## config.mk

```make
export PLATFORM = sky130hd
export DESIGN_NAME = nearest_search_ctrl
export DESIGN_NICKNAME = d
export VERILOG_FILES = /design/src/rtl/nearest_search_ctrl.sv
export SDC_FILE = /design/constraint.sdc
export NUM_CORES = 1
export LEC_CHECK = 0
export CAP_MARGIN = 20
export CORE_UTILIZATION = 52
export DETAILED_ROUTE_END_ITERATION = 6
export DONT_BUFFER_PORTS = 1
export GPL_ROUTABILITY_DRIVEN = 0
export PLACE_DENSITY = 0.71
export SLEW_MARGIN = 20
export SYNTH_ARGS = -nofsm -noshare
export SYNTH_HDL_FRONTEND = slang
export SYNTH_SLANG_ARGS = --single-unit
```

## constraint.sdc

```tcl
create_clock -name clk -period 3.63 [get_ports clk]
set_clock_uncertainty 0.05 [all_clocks]
set_input_delay 0.726 -clock clk [delete_from_list [all_inputs] [get_ports clk]]
set_output_delay 0.726 -clock clk [all_outputs]
set_load 0.01 [all_outputs]
```

## src/rtl/nearest_search_ctrl.sv

```systemverilog
// Linear nearest-value search over a synchronous memory; done arrives len+2 cycles after start (cycle 1 when len==0), and start is ignored while busy.
// Defining NEAREST_SEARCH_EARLY_EXIT_EN stops the search as soon as an exact match (distance 0) is evaluated.
module nearest_search_ctrl #(
    parameter int DW = 8,
    parameter int AW = 4
) (
    input  logic          clk,
    input  logic          rst,
    input  logic          start,
    input  logic [DW-1:0] ref_val,
    input  logic [AW:0]   len,
    output logic          mem_rd,
    output logic [AW-1:0] mem_addr,
    input  logic [DW-1:0] mem_data,
    output logic          busy,
    output logic          done,
    output logic [DW-1:0] best_val,
    output logic [AW-1:0] best_idx,
    output logic [DW-1:0] best_dist
);

    typedef enum logic [1:0] {
        IDLE  = 2'd0,
        READ  = 2'd1,
        DRAIN = 2'd2,
        DONE  = 2'd3
    } state_t;

    state_t        r_state;
    state_t        w_next_state;
    logic [DW-1:0] r_ref;
    logic [AW:0]   r_len;
    logic [AW:0]   r_cnt;
    logic          r_pend;
    logic [AW-1:0] r_pend_idx;
    logic [DW-1:0] r_best_val;
    logic [AW-1:0] r_best_idx;
    logic [DW-1:0] r_best_dist;

    logic [DW-1:0] w_dist;
    logic          w_upd;
    logic          w_exit;
    logic          w_last_rd;
    logic          w_accept;

    // Ordered subtraction so the difference never wraps.
    assign w_dist    = (mem_data >= r_ref) ? (mem_data - r_ref) : (r_ref - mem_data);
    assign w_upd     = r_pend && ((r_pend_idx == '0) || (w_dist < r_best_dist));
    assign w_last_rd = (r_cnt == (r_len - {{AW{1'b0}}, 1'b1}));
    assign w_accept  = (r_state == IDLE) && start;

`ifdef NEAREST_SEARCH_EARLY_EXIT_EN
    assign w_exit = r_pend && (w_dist == '0);
`else
    assign w_exit = 1'b0;
`endif

    always_comb begin
        w_next_state = r_state;
        case (r_state)
            IDLE: begin
                if (start) begin
                    w_next_state = (len == '0) ? DONE : READ;
                end
            end
            READ: begin
                if (w_exit) begin
                    w_next_state = DONE;
                end else if (w_last_rd) begin
                    w_next_state = DRAIN;
                end
            end
            DRAIN:   w_next_state = DONE;
            DONE:    w_next_state = IDLE;
            default: w_next_state = IDLE;
        endcase
    end

    always_ff @(posedge clk or posedge rst) begin
        if (rst) begin
            r_state     <= IDLE;
            r_ref       <= '0;
            r_len       <= '0;
            r_cnt       <= '0;
            r_pend      <= 1'b0;
            r_pend_idx  <= '0;
            r_best_val  <= '0;
            r_best_idx  <= '0;
            r_best_dist <= '0;
        end else begin
            r_state <= w_next_state;
            // A read still in flight when we jump to DONE must not be evaluated.
            r_pend     <= mem_rd && (w_next_state != DONE);
            r_pend_idx <= r_cnt[AW-1:0];
            if (r_state == READ) begin
                r_cnt <= r_cnt + {{AW{1'b0}}, 1'b1};
            end
            if (w_accept) begin
                r_ref       <= ref_val;
                r_len       <= len;
                r_cnt       <= '0;
                r_best_val  <= '0;
                r_best_idx  <= '0;
                r_best_dist <= '1;
            end else if (w_upd) begin
                r_best_val  <= mem_data;
                r_best_idx  <= r_pend_idx;
                r_best_dist <= w_dist;
            end
        end
    end

    assign busy      = (r_state != IDLE);
    assign done      = (r_state == DONE);
    assign mem_rd    = (r_state == READ);
    assign mem_addr  = mem_rd ? r_cnt[AW-1:0] : '0;
    assign best_val  = r_best_val;
    assign best_idx  = r_best_idx;
    assign best_dist = r_best_dist;

endmodule

```

* Yosys cells after proc, flatten, opt, wreduce, memory -nomap -nowiden
Cells that the tools add are included.
** Storage, ports and cells
- Output and inout port bits :: 27
- Register bits after elaboration :: 45
- Input bits :: 24
** Cells by class
- $add $sub $neg :: 4
- Reduce and logical (&&, ||, !) cells :: 10
- Order comparisons :: 2
- Equality and inequality tests :: 5
- Multiplexer cells :: 14
** Operators by type and width (number)
- 2-to-1 mux 8 bit :: 5
- subtractor 8 bit :: 2
- 2-to-1 mux 4 bit :: 3
- 2-to-1 mux 5 bit :: 2
- greater-or-equal comparator 8 bit :: 1
- less-than comparator 8 bit :: 1
- case mux 2 bit (4 select lines) :: 1
- 2-to-1 mux 2 bit :: 3
- nonzero test 2 bit :: 3
- adder 5 x 1 -> 5 bit (second input constant) :: 1
- == test 5 bit :: 1
- logical NOT 5 bit :: 1
- subtractor 5 x 1 -> 5 bit (second input constant) :: 1
- == test 2 bit (second input constant) :: 2
- logical NOT 4 bit :: 1
- logical AND 1 bit :: 3
- == test 2 x 1 -> 1 bit (second input constant) :: 1
- logical NOT 2 bit :: 1
- inequality test 2 bit (second input constant) :: 1
- logical OR 1 bit :: 1

* Logic depth before layout (Yosys ltp)
- Depth after elaboration :: 7
- Mapped depth :: 17
- Gate-level depth less buffers :: 15

* Worst setup path after synthesis
Ideal clock, no wire load.
- Path kind :: input-to-reg
- From :: input port mem_data[0]
- To :: register r_best_dist[0] (netlist: best_dist[0])
- Path buffers :: 2
- Library setup time :: 0.146 ns
- Data required time :: 3.434 ns
- Cell stages on the path :: 17
- Path slack :: -0.196 ns
- Data arrival time :: 3.630 ns
- Cells stage by stage :: inv_1 -> ha_1 -> inv_1 -> fa_1 -> a21o_2 -> a21oi_1 -> o311a_1 -> buf_6 -> mux2_2 -> ha_1 -> a21boi_0 -> o211ai_1 -> a21oi_1 -> o21ai_0 -> and3_1 -> buf_2 -> a22oi_1
** On the way
- Word-level cells in the longest chain between the ends :: 6
- Elaborated cells between the ends (all ways) :: 10
- Classes of those cells :: add/sub: 2; order compare: 2; mux: 3; reduce/logical: 3
** RTL lines
- start, declared :: line 14 : input logic [DW-1:0] mem_data,
- subtractor 8 bit or greater-or-equal comparator 8 bit (tied branches) :: line 47 : assign w_dist = (mem_data >= r_ref) ? (mem_data - r_ref) : (r_ref - mem_data);
- 2-to-1 mux 8 bit * :: line 47
- less-than comparator 8 bit :: line 48 : assign w_upd = r_pend && ((r_pend_idx == '0) || (w_dist < r_best_dist));
- logical OR 1 bit :: line 48
- logical AND 1 bit :: line 48
- nonzero test 2 bit (no line)
- end signal, assigned :: line 108 : r_best_dist <= w_dist;
- end, declared :: line 38 : logic [DW-1:0] r_best_dist;
Every way passes the cells marked *; elsewhere a longest branch is shown, timed or not. The select of a mux whose other input is x is not followed.
A chain may end at the register's enable or synchronous reset.

* Worst setup path in the final report
- From :: input port mem_data[0]
- To :: register r_best_val[3] (netlist: best_val[3])
** On the way
- Word-level cells in the longest chain between the ends :: 6
- Elaborated cells between the ends (all ways) :: 8
- Classes of those cells :: add/sub: 2; order compare: 2; mux: 1; reduce/logical: 3
** RTL lines
- subtractor 8 bit or greater-or-equal comparator 8 bit (tied branches) :: line 47
- 2-to-1 mux 8 bit * :: line 47
- less-than comparator 8 bit * :: line 48
- logical OR 1 bit * :: line 48
- logical AND 1 bit * :: line 48
- nonzero test 2 bit (no line) *
- end signal, assigned :: line 106 : r_best_val <= mem_data;
- end, declared :: line 36 : logic [DW-1:0] r_best_val;
Every way passes the cells marked *; elsewhere a longest branch is shown, timed or not.

==> results.md <==
- The final global-route overflow total is 0.
- The worst setup path is captured at a flop.
- After routing the design area is 3030 um2.
- The insertion delay of the later-clocked pin in the worst-skew pair is 290 ps.
- The floorplan step set the die height to 72.8 um.
- Of the available clock period, the critical path in the final layout requires 0.989.
- In the routed layout, each cell is associated on average with a via count of 5.52.
- The global router's overall resource usage is 0.217.
- The number of synthesized flops with an enable pin is 0.
- The number of nets still failing antenna checks after routing is 0.
- The count of unresolved DRC violations after routing is 0.
- The primary flip-flop cell chosen by synthesis mapping is dfrtp_1.
- After floorplanning, the core was divided into 25 placement rows.
- Of all flip-flops after synthesis, the portion carrying an async set or reset was 1.00.
- For this design, the sink count on the clock tree is 45.
- The number of max-slew violations in the final report is 0.
- After floorplanning, the core was sized to cover 4790 um2.
- For this run, global-route usage on met3 was measured as 0.0497.
- Buffers placed on the I/O ports in this run total 0.
- The worst hold-check path type is primary input to async pin.
- In this run, synthesis produced a sequential element count of 45.
- Of the post-synthesis cell area, the dominant cell type holds 0.432.
- The tree is rooted in a clkbuf_8.
- The detailed router placed 1939 vias in this run.
- The count of maximum capacitance violations is 0.
- The mean cell area of the mapped netlist is 9.90 um2.
- The utilization of the core after routing is 0.632.
- The number of buffers created by CTS is 5.
- The met2 track demand over resource is 0.347.
- Walking the worst path, the cells encountered are inv_4, ha_4, inv_2, fa_2, a21o_2, a21oi_2, o311a_1, buf_4, mux2_4, ha_1, a21boi_1, o211ai_1, a21oi_1, o21ai_2, and3_4, buf_6, a22o_1.
- The number of placed I/O pins is 51.
- Setup repair after global routing could not meet its margin everywhere.
- The top fanout value on the critical path is 6.
- The area taken by flip-flops and latches is 1130 um2.
- The total wire length after detailed routing is 5410 um.
- Dividing the detail-routed wire length by the instance count gives 15.4 um.
- The clock tree synthesis step divided the H-tree into 2 levels.
- The number of antenna violations at the first check in global routing is 0.
- For this run, the post-layout net count is 333.
- After synthesis, the netlist uses 43 different library cells.
- Data on the critical path arrives at its endpoint at 3720 ps.
- The number of nets handed over by synthesis was 313.
- The largest total area in the synthesized netlist belongs to dfrtp_1.
- The hold violation count in the final report is 0.
- The first routing iteration left 80 violations.
- Of the synthesized area, sequential elements account for 0.432.
- The minimum hold slack is 445 ps.
- The largest single stage delay on the critical path is 370 ps.
- The library cell used most frequently in the layout, excluding fill and tap cells, is dfrtp_1.
- The standard cell with the maximum stage delay on the critical path is fa_2.
- Synthesis produced a netlist whose cell count is 263.
- The library cells used most frequently in the layout, excluding fill and tap cells, are 45 x dfrtp_1, 28 x inv_1, 27 x nand2_1.
- The final-layout fill cell count is 407.
- The effective utilization at floorplan is 0.544.
- Entering global routing, the biggest net connects 46 pins.
- The clock tree from TritonCTS is yes.
- The worst pin sits at a relative slew slack of 0.404.
- The total die area is 5290 um2.
- The critical path contains buffers and inverters numbering 4 combined.
- The wire length of the first global-routing pass is 8770 um.
- The worst-margin pin slew is 892 ps.
- Relative to the synthesized area, the layout overhead comes to 16.2%.
- The number of hold buffers added after CTS is 0.
- The estimated wirelength of the detail-placed design is 4060 um.
- In the final layout, the share of cells above drive strength 1 is 0.190.
- After synthesis the cells add up to 2600 um2.
- The number of global-route vias before repair is 1915.
- The clock transition at the registers of the reported paths is 80 ps.
- Measured along the x axis, the die boundary spans 72.8 um.
- The worst setup path is launched from a primary input.
- The met1 routing resource usage after global routing is 0.297.
- The Yosys step of the flow raised 0 warnings.
- At the worst endpoint, the required time is 3760 ps.
- The maximum clock insertion buffer count is 2.
- The classification of the worst setup path is primary input to flop.
- The final antenna diode count is 0.
- The first-pass iteration count of the detailed router is 4.
- The instance area at placement is 2790 um2.
- The flow ran to the end, and the final reports show no timing, DRC or antenna violations.
- The multi-input combinational cell area is 1370 um2.
- By area the synthesized netlist is led by dfrtp_1 43%, ha_1 12%, inv_1 4.5%.
- Derived from the worst setup path, the maximum achievable clock frequency is 0.279 GHz.
- The layer carrying the most global-route usage is met2.
- The worst path needs 3590 ps of the cycle, external delays included.
- Setup violations remaining at the end of the flow were counted as 0.
- On the critical path the largest part of the delay comes from compound AO/OA/AOI/OAI gates.
synthesized netlist by cell type (3+ instances only):
library cell and number:
a21o_1 4, a21oi_1 16, a22o_1 12, a2bb2oi_1 7, a31oi_1 3, and2_1 6
clkbuf_1 6, dfrtp_1 45, ha_1 24, inv_1 31, mux2i_1 6, nand2_1 27
nand3_1 6, nand4_1 3, nor2_1 3, o21ai_0 19, xnor2_1 5, xor2_1 7
area by class of cell:
| class | instances | area share |
|---|---|---|
| clock inverter | 2 | 0.0124 |
| tap | 67 | 0.0277 |
| sequential | 45 | 0.372 |
| clock buffer | 6 | 0.0273 |
| inverter | 31 | 0.0393 |
| multi-input combinational | 175 | 0.452 |
| timing repair buffer | 25 | 0.0695 |
per-layer routing:
metal | share of wire | wire length, um
met1 | 0.47 | 2550
met2 | 0.47 | 2540
met3 | 0.051 | 273
met4 | 0.0074 | 40
met5 | 0 | 0
sequential cells by signal, indices dropped and copies added (netlist names), named ones only:
signal / cells
r_pend: 1
r_ref: 8
best_idx: 4
r_cnt: 5
r_state: 1
r_len: 5
r_pend_idx: 4
best_val: 8
best_dist: 8
cell families (layout without fill, tap and decap cells):
logic type                 Yosys count  count (layout)  synth area share
DFF                                 45              45             0.432
and+or+nand+nor                     55              55             0.101
adders and majority gates           26              26             0.131
muxes                                7               7            0.0274
xor gates and xnor gates            12              12            0.0404
AOI/OAI and AO/OA                   75              75             0.195
buffers and inverters               43              64            0.0730
repair_timing:
action / 4_1_cts / 5_1_grt
buffers inserted: 0 / 2
gates resized for setup: 0 / 26
endpoints found under the setup margin: 0 / 20
path summary, 6_finish.rpt:
check / cells after the start / slack, ps / from / end
max: 17 / 40 / mem_data[0] / best_val[3]
min: 1 / 440 / rst / best_idx[1]
max reg2reg: 16 / 70 / r_ref[0] / best_val[3]
min reg2reg: 1 / 450 / r_pend_idx[0] / best_idx[0]
max in group asynchronous: 1 / 2520 / rst / best_val[4]
min in group clk: 1 / 450 / r_pend_idx[0] / best_idx[0]
stage by stage:
| stage | std cells | setup TNS [ps] | setup WS, ps |
|---|---|---|---|
| after global placement | 341 | -2600 | -145 |
| final | 351 | 0 | 39.8 |
| after CTS | 349 | 0 | 75.9 |
| after floorplan | 263 | 0 | 18.8 |
| after detailed placement | 341 | -3620 | -211 |
| after global routing | 351 | -1240 | -85.9 |
Power is left out: the tool's default activity adds up to more than one toggle a clock period on the data nets, which glitch-free logic cannot reach.
